===== config.mk =====
export PLATFORM = sky130hd
export DESIGN_NAME = gray_hist_binner_flat
export DESIGN_NICKNAME = d
export VERILOG_FILES = /design/src/rtl/gray_hist_binner_if.sv /design/src/rtl/gray_hist_binner.sv /design/src/flat_wrapper.sv
export SDC_FILE = /design/constraint.sdc
export NUM_CORES = 2
export LEC_CHECK = 0
export ABC_AREA = 1
export CORE_MARGIN = 2
export CORE_UTILIZATION = 60
export CTS_BUF_LIST = sky130_fd_sc_hd__clkbuf_4 sky130_fd_sc_hd__clkbuf_8
export CTS_CLUSTER_DIAMETER = 60
export DETAILED_ROUTE_END_ITERATION = 10
export GPL_ROUTABILITY_DRIVEN = 0
export PLACE_DENSITY = 0.79
export REMOVE_ABC_BUFFERS = 1
export SKIP_CTS_REPAIR_TIMING = 1
export SYNTH_ARGS = -nofsm -noshare
export SYNTH_HDL_FRONTEND = slang
export SYNTH_SLANG_ARGS = --single-unit

===== constraint.sdc =====
create_clock -name clk -period 58.7 [get_ports clk]
set_input_delay 11.74 -clock clk [delete_from_list [all_inputs] [get_ports clk]]
set_output_delay 11.74 -clock clk [all_outputs]
set_load 0.02 [all_outputs]

===== src/rtl/gray_hist_binner_if.sv =====
// Pixel-stream and histogram-result bundle for gray_hist_binner.
// The master drives pixels and vsync; the slave (the binner) returns the bar heights.
interface gray_hist_binner_if;
    logic         pix_valid;
    logic [3:0]   pix_gray;
    logic         vsync;
    logic [127:0] bar_heights;
    logic         bar_valid;
    logic         drop_flag;
    logic         busy;

    modport master (
        output pix_valid, pix_gray, vsync,
        input  bar_heights, bar_valid, drop_flag, busy
    );

    modport slave (
        input  pix_valid, pix_gray, vsync,
        output bar_heights, bar_valid, drop_flag, busy
    );
endinterface


===== src/rtl/gray_hist_binner.sv =====
// 16-bin luminance histogram over an UPDATE_FRAMES window, scaled to bar heights
// and handed to the overlay stage as one atomic 128-bit update.
module gray_hist_binner #(
    parameter int UPDATE_FRAMES = 10,
    parameter int CNT_W         = 22,
    parameter int SHIFT         = 14,
    parameter int BAR_MAX       = 200
) (
    input logic               clk,
    input logic               reset,
    gray_hist_binner_if.slave hist
);

    typedef enum logic [1:0] {
        ACCUM   = 2'd0,
        DRAIN   = 2'd1,
        PUBLISH = 2'd2
    } state_t;

    localparam int              FC_W    = (UPDATE_FRAMES > 1) ? $clog2(UPDATE_FRAMES) : 1;
    localparam logic [CNT_W-1:0] CNT_MAX = {CNT_W{1'b1}};
    localparam logic [FC_W-1:0]  FC_LAST = FC_W'(UPDATE_FRAMES - 1);

    // The ceiling is applied to the full-width shifted count so large counts never alias
    function automatic logic [7:0] scale_bin(input logic [CNT_W-1:0] cnt);
        logic [CNT_W-1:0] shifted;
        shifted = cnt >> SHIFT;
        if (shifted > CNT_W'(BAR_MAX)) begin
            scale_bin = 8'(BAR_MAX);
        end else begin
            scale_bin = shifted[7:0];
        end
    endfunction

    state_t             state_r;
    state_t             state_nxt_s;
    logic               vsync_d_r;
    logic [FC_W-1:0]    frame_cnt_r;
    logic [3:0]         idx_r;
    logic [CNT_W-1:0]   bin_r [16];
    logic [127:0]       shadow_r;
    logic [127:0]       shadow_nxt_s;
    logic [127:0]       bar_heights_r;
    logic               bar_valid_r;
    logic               drop_flag_r;
    logic               busy_r;

    logic               boundary_s;
    logic               last_frame_s;
    logic               accum_s;
    logic               drain_s;
    logic               drain_last_s;
    logic               count_s;
    logic               drop_s;

    assign boundary_s   = vsync_d_r & ~hist.vsync;
    assign last_frame_s = (frame_cnt_r == FC_LAST);

    // FSM state register
    always_ff @(posedge clk or posedge reset) begin
        if (reset) begin
            state_r <= ACCUM;
        end else begin
            state_r <= state_nxt_s;
        end
    end

    // FSM next-state logic
    always_comb begin
        state_nxt_s = state_r;
        case (state_r)
            ACCUM: begin
                if (boundary_s && last_frame_s) begin
                    state_nxt_s = DRAIN;
                end else begin
                    state_nxt_s = ACCUM;
                end
            end
            DRAIN: begin
                if (idx_r == 4'd15) begin
                    state_nxt_s = PUBLISH;
                end else begin
                    state_nxt_s = DRAIN;
                end
            end
            PUBLISH: state_nxt_s = ACCUM;
            default: state_nxt_s = ACCUM;
        endcase
    end

    // FSM output decode
    always_comb begin
        accum_s = 1'b0;
        drain_s = 1'b0;
        case (state_r)
            ACCUM:   accum_s = 1'b1;
            DRAIN:   drain_s = 1'b1;
            PUBLISH: accum_s = 1'b0;
            default: accum_s = 1'b0;
        endcase
        drain_last_s = drain_s & (idx_r == 4'd15);
        count_s      = accum_s & hist.pix_valid;
        drop_s       = ~accum_s & hist.pix_valid;
    end

    // Shadow image with the bin currently being drained already folded in
    always_comb begin
        shadow_nxt_s = shadow_r;
        if (drain_s) begin
            shadow_nxt_s[{idx_r, 3'b000} +: 8] = scale_bin(bin_r[idx_r]);
        end else begin
            shadow_nxt_s = shadow_r;
        end
    end

    // Vsync edge tracking, frame counting and drain index
    always_ff @(posedge clk or posedge reset) begin
        if (reset) begin
            vsync_d_r   <= 1'b1;
            frame_cnt_r <= '0;
            idx_r       <= 4'd0;
        end else begin
            vsync_d_r <= hist.vsync;
            if (accum_s && boundary_s) begin
                frame_cnt_r <= last_frame_s ? '0 : frame_cnt_r + FC_W'(1);
            end else begin
                frame_cnt_r <= frame_cnt_r;
            end
            idx_r <= drain_s ? idx_r + 4'd1 : 4'd0;
        end
    end

    // Bin counters: saturating increment while accumulating, cleared as they drain
    always_ff @(posedge clk or posedge reset) begin
        if (reset) begin
            for (int k = 0; k < 16; k++) begin
                bin_r[k] <= '0;
            end
        end else begin
            for (int k = 0; k < 16; k++) begin
                if (drain_s && (idx_r == 4'(k))) begin
                    bin_r[k] <= '0;
                end else if (count_s && (hist.pix_gray == 4'(k)) && (bin_r[k] != CNT_MAX)) begin
                    bin_r[k] <= bin_r[k] + CNT_W'(1);
                end else begin
                    bin_r[k] <= bin_r[k];
                end
            end
        end
    end

    // Shadow heights and registered outputs; heights land together with the valid pulse
    always_ff @(posedge clk or posedge reset) begin
        if (reset) begin
            shadow_r      <= '0;
            bar_heights_r <= '0;
            bar_valid_r   <= 1'b0;
            drop_flag_r   <= 1'b0;
            busy_r        <= 1'b0;
        end else begin
            shadow_r      <= shadow_nxt_s;
            bar_heights_r <= drain_last_s ? shadow_nxt_s : bar_heights_r;
            bar_valid_r   <= drain_last_s;
            drop_flag_r   <= drop_flag_r | drop_s;
            busy_r        <= (state_nxt_s == DRAIN);
        end
    end

    assign hist.bar_heights = bar_heights_r;
    assign hist.bar_valid   = bar_valid_r;
    assign hist.drop_flag   = drop_flag_r;
    assign hist.busy        = busy_r;

endmodule


===== src/flat_wrapper.sv =====
// flat-port wrapper written by rule: the top's interface ports become plain ports
module gray_hist_binner_flat 
#(
    parameter int UPDATE_FRAMES = 10,
    parameter int CNT_W         = 22,
    parameter int SHIFT         = 14,
    parameter int BAR_MAX       = 200
)
  (clk, reset, hist_pix_valid, hist_pix_gray, hist_vsync, hist_bar_heights, hist_bar_valid, hist_drop_flag, hist_busy);
  gray_hist_binner_if hist_i ();
  input logic clk;
  input logic reset;
  input wire logic [$bits(hist_i.pix_valid)-1:0] hist_pix_valid;
  input wire logic [$bits(hist_i.pix_gray)-1:0] hist_pix_gray;
  input wire logic [$bits(hist_i.vsync)-1:0] hist_vsync;
  output wire logic [$bits(hist_i.bar_heights)-1:0] hist_bar_heights;
  output wire logic [$bits(hist_i.bar_valid)-1:0] hist_bar_valid;
  output wire logic [$bits(hist_i.drop_flag)-1:0] hist_drop_flag;
  output wire logic [$bits(hist_i.busy)-1:0] hist_busy;
  assign hist_i.pix_valid = hist_pix_valid;
  assign hist_i.pix_gray = hist_pix_gray;
  assign hist_i.vsync = hist_vsync;
  assign hist_bar_heights = hist_i.bar_heights;
  assign hist_bar_valid = hist_i.bar_valid;
  assign hist_drop_flag = hist_i.drop_flag;
  assign hist_busy = hist_i.busy;
  gray_hist_binner #(.UPDATE_FRAMES(UPDATE_FRAMES), .CNT_W(CNT_W), .SHIFT(SHIFT), .BAR_MAX(BAR_MAX)) u_core (.clk(clk), .reset(reset), .hist(hist_i));
endmodule

# Yosys cells after proc, flatten, opt, wreduce, memory -nomap -nowiden
# Index checks and enable logic that the tools add are counted.
# totals
ff_bits,622
output_inout_bits,131
ram_bits,0
latch_bits,0
elab_cells,220
n_memories,0
romBits,0
# classes
mul,0
n_lt_le_gt_ge,2
bitwise,8
reduce_logical,69
shifts,2
eq_ne,49
add_sub_neg,19
div_mod_pow,0
n_mux,46
# op_table
operator,count
2-to-1 mux 22 bit,34
"adder 22 x 1 -> 22 bit, second input constant",16
"!= test 22 bit, second input constant",16
bitwise mux 128 bit,1
2-to-1 mux 128 bit,1
"variable shift 8 x 9 -> 128 bit, first input constant",1
indexed part select 8 x 9 -> 128 bit,1
binary-select mux 22 bit (select 4 bit),1
"equality test 4 bit, second input constant",17
logical AND 1 bit,50
"equality test 4 x 3 -> 1 bit, second input constant",8
nonzero test 2 bit,16
"equality test 4 x 2 -> 1 bit, second input constant",4
2-to-1 mux 8 bit,2
negator 7 -> 9 bit,1
"adder 4 x 1 -> 4 bit, second input constant",2
"equality test 4 x 1 -> 1 bit, second input constant",2
"> comparator 8 bit, second input constant",1
logical NOT 4 bit,2
2-to-1 mux 4 bit,2
">= comparator 5 bit, second input constant",1
NOT 4 -> 5 bit,1
bitwise AND 1 bit,4
"equality test 2 x 1 -> 1 bit, second input constant",2
6 further kinds,9

# Longest topological paths before layout
# logic_depth
depth_word,10
mapped_depth,21
depth_no_buf,17

# Worst setup path before layout
# OpenSTA, ideal clock, no wires.
# synth_path
path_kind,input to register
startpoint,input port hist_pix_gray[0]
endpoint,register u_core.bin_r[21] (netlist bit)
t_arrival_ns,13.081
stages,11
path_slack_ns,45.498
t_required_ns,58.579
cell_sequence,nand2_1 -> nor3_1 -> nand2_1 -> inv_2 -> nand2_1 -> nor2_1 -> nand3_1 -> nor3b_2 -> nand2_1 -> o21ai_0 -> nor2_1
# synth_between
elab_chain_cells,4
# synth_rtl
element,line_no,rtl
from (decl),flat_wrapper.sv:14,input wire logic [$bits(hist_i.pix_gray)-1:0] hist_pix_gray;
equality test 4 bit,gray_hist_binner.sv:143,end else if (count_s && (hist.pix_gray == 4'(k)) && (bin_r[k] != CNT_MAX)) begin
logical AND 1 bit (2 in series),gray_hist_binner.sv:143,
nonzero test 2 bit (no source line),n/a,
"to (signal, indexed assignment)",gray_hist_binner.sv:144,bin_r[k] <= bin_r[k] + CNT_W'(1);
"to (signal, indexed assignment)",gray_hist_binner.sv:146,bin_r[k] <= bin_r[k];
to (decl),gray_hist_binner.sv:40,logic [CNT_W-1:0] bin_r [16];
# Every way passes these cells.
# A chain may end at the register's enable or synchronous reset.

==> impl_results.md <==
- IR Drop Worst-Case VDD: 0.0270 mV
- CP required: roughly 59,000 ps
- Reg2reg path depth: 12
- # rows: slightly above 80
- CTS tree: yes
- Chip Height: about 230 µm
- Setup_tns: 0 ps
- Vias in the first global route: 26.1k
- Yosys warnings: 0
- Die ar.: 53,000 µm²
- Hold Path Origin: u_core.shadow_r[24]
- Largest net degree at the start of global routing: between 100 and 150
- Async SR Flop Fraction: 100%
- Synth Flop Type: dfrtp_1
- Hold Vio Cnt, Final: 0
- Antenna-violating nets left: 0
- I/O Pins: ~140
- Worst min-delay path category: register to register
- RSZ-0062 raised after global routing: false
- Non-Filler Instances: slightly below 5k
- Fin crit share: 25.1%
- Final setup vio count: 0
- CTS buffer count: 100
- Vias per cell: about 5.6
- First-pass GRT wire length: ~130,000 µm
- Total number of vias: 27.1k
- Final HPWL DP: 52,200 µm
- Initial antenna violation count: 2
- Most frequent cells in the layout: nand2_1, dfrtp_1, inv_1
- Drt wl/cell: between 15 and 20 µm
- Status: finished, final reports clean
- Initial drt markers: around 2.7k
- Critical path class: primary input to async pin
- CP endpoint kind: async pin
- CTS sink count: 621
- Clk buf depth: 3
- Syn Std Cell Area: ~31,000 µm²
- Worst Hold Depth: 2
- Worst slew margin: a little under 30%
- Mean post-synth cell area: 7.87 µm²
- Pwr dens: around 33 nW/µm²
- Fin nets: 4,078
- Grt ovf: 0
- Routed WL: about 77,000 µm
- Worst skew pair latency: 730 ps
- CTS clk-pin slew, worst paths: 60 ps
- Final min period: 14,730 ps
- Synthesis-to-finish area growth: 13.3%
- DR pass1 iterations: 6
- Port bufs: ~140
- Initial cell density of the core: a little over 60%
- CP Max Fanout: roughly 140
- CTS H-tree depth: 3
- Number of remaining DRC errors: 0
- F_max: 67.9 MHz
- Static leakage: 16.2 nW
- Die X: 230 µm
- Worst Tran Pin Value: 1070 ps
- Final Total Pwr: 1.14 mW
- Register area share after synthesis: 50.6%
- Post-synth EDFFs: 0
- Crit path launch type: primary input
- Worst-case clock skew: 37.4 ps
- DP Cell Count: 4,619
- Hold path endpoint: u_core.shadow_r[24]
- Worst r2r dst: u_core.bin_r[152]
- Commonest non-fill, non-tap cell in the layout: nand2_1
- Reg2reg setup slack: 54,380 ps
- CTS root buf: clkbuf_8
- Post-synthesis cell type count: 53
- Reg2Reg Launch Point: u_core.idx_r[0]
- Pins Over Slew Limit: 0
- Arr. time, crit path: 15,440 ps
- Total GRT Usage: 29.2%
- # Max-Cap Violations: 0
- Core Region: 50,400 µm²
- Flops & latches, synth: 621
- Synth Instances: about 4k
- Hold_ws: 471 ps
- Share of post-route cells with drive strength above 1: 6.51%
## state kept, by name, indices dropped and copies added (netlist names)
| signal | cells |
|---|---|
| u_core.frame_cnt_r | 4 |
| u_core.hist.busy | 1 |
| u_core.idx_r | 4 |
| u_core.vsync_d_r | 1 |
| u_core.hist.bar_heights | 128 |
| u_core.bin_r | 352 |
| u_core.hist.drop_flag | 1 |
| u_core.state_r | 1 |
| u_core.shadow_r | 128 |
| u_core.hist.bar_valid | 1 |
## cells in the mapped netlist, types with 16 or more instances
library cell | n | area share, %
nor3_1 | 151 | 2.5
xor2_1 | 55 | 1.6
a211oi_1 | 28 | 0.68
o21ai_1 | 28 | 0.46
nor3b_1 | 16 | 0.39
nor2_1 | 379 | 4.6
nand2_1 | 1070 | 13
inv_1 | 426 | 5.2
a21oi_1 | 240 | 3.9
nor2_2 | 16 | 0.33
a31oi_1 | 39 | 0.79
nor4_1 | 30 | 0.61
dfrtp_1 | 620 | 51
buf_2 | 28 | 0.46
o21ai_0 | 253 | 4.1
nand4_1 | 104 | 2.1
ha_1 | 21 | 0.86
clkbuf_1 | 63 | 0.77
nand3_1 | 173 | 2.8
## routing by layer
layer / vias to the layer above / share of wire [%] / global-route usage, %
li1: 13100 / - / -
met2: 822 / 47 / 46.5
met4: 0 / 3.2 / 11.0
met3: 170 / 5.5 / 4.45
met5: - / 0 / 0
met1: 13000 / 45 / 40.6
## how the worst max path moves through the flow
stage,startpoint,endpoint,slack [ps],cells past startpoint
3_3_place_gp,reset,u_core.bin_r[290],43160,5
3_5_place_dp,reset,u_core.bin_r[290],43170,5
6_report,reset,u_core.bin_r[48],43970,5
4_1_cts,reset,u_core.bin_r[290],43910,5
5_1_grt,reset,u_core.bin_r[294],43480,5
2_1_floorplan,reset,u_core.bin_r[0],29570,1
## power breakdown
group / internal (mW) / total (mW) / switching, mW
sequential: 0.466 / 0.485 / 0.0189
clock: 0.233 / 0.410 / 0.178
combinational: 0.0590 / 0.243 / 0.184
total: 0.758 / 1.14 / 0.380
## final cells by class
| type | count | area, µm² |
|---|---|---|
| Timing Repair Buffer | 159 | 1540 |
| Clock inverter | 22 | 191 |
| Clock buffer | 164 | 2070 |
| Antenna cell | 2 | 5.00 |
| Inverter | 445 | 1680 |
| Multi-Input combinational cell | 2722 | 12900 |
| Sequential cell | 621 | 15500 |
| Fill cell | 4100 | 15600 |
| Tap cell | 672 | 841 |
## kinds of logic after synthesis
logic type	synth area share [%]
adders and majority gates	0.855
xor gates and xnor gates	1.77
and+or+nand+nor	27.3
DFF	50.6
buffers and inverters	7.32
AOI/OAI and AO/OA	12.2
## metrics by stage
stage	util [%]	setup WS, ps	cell area, µm²
floorplan	-	29570	30100
global placement	64.6	43160	32500
detailed placement	64.6	43170	32500
CTS	69.1	43910	34800
global route	69.1	43480	34800
finish	69.1	43970	34800
## worst max-delay path: stages
cell and delay (ps):
clkdlybuf4s50_1 490, inv_8 660, buf_4 780, buf_4 770, buf_4 780
No activity file was read; power rests on OpenSTA's default activity.
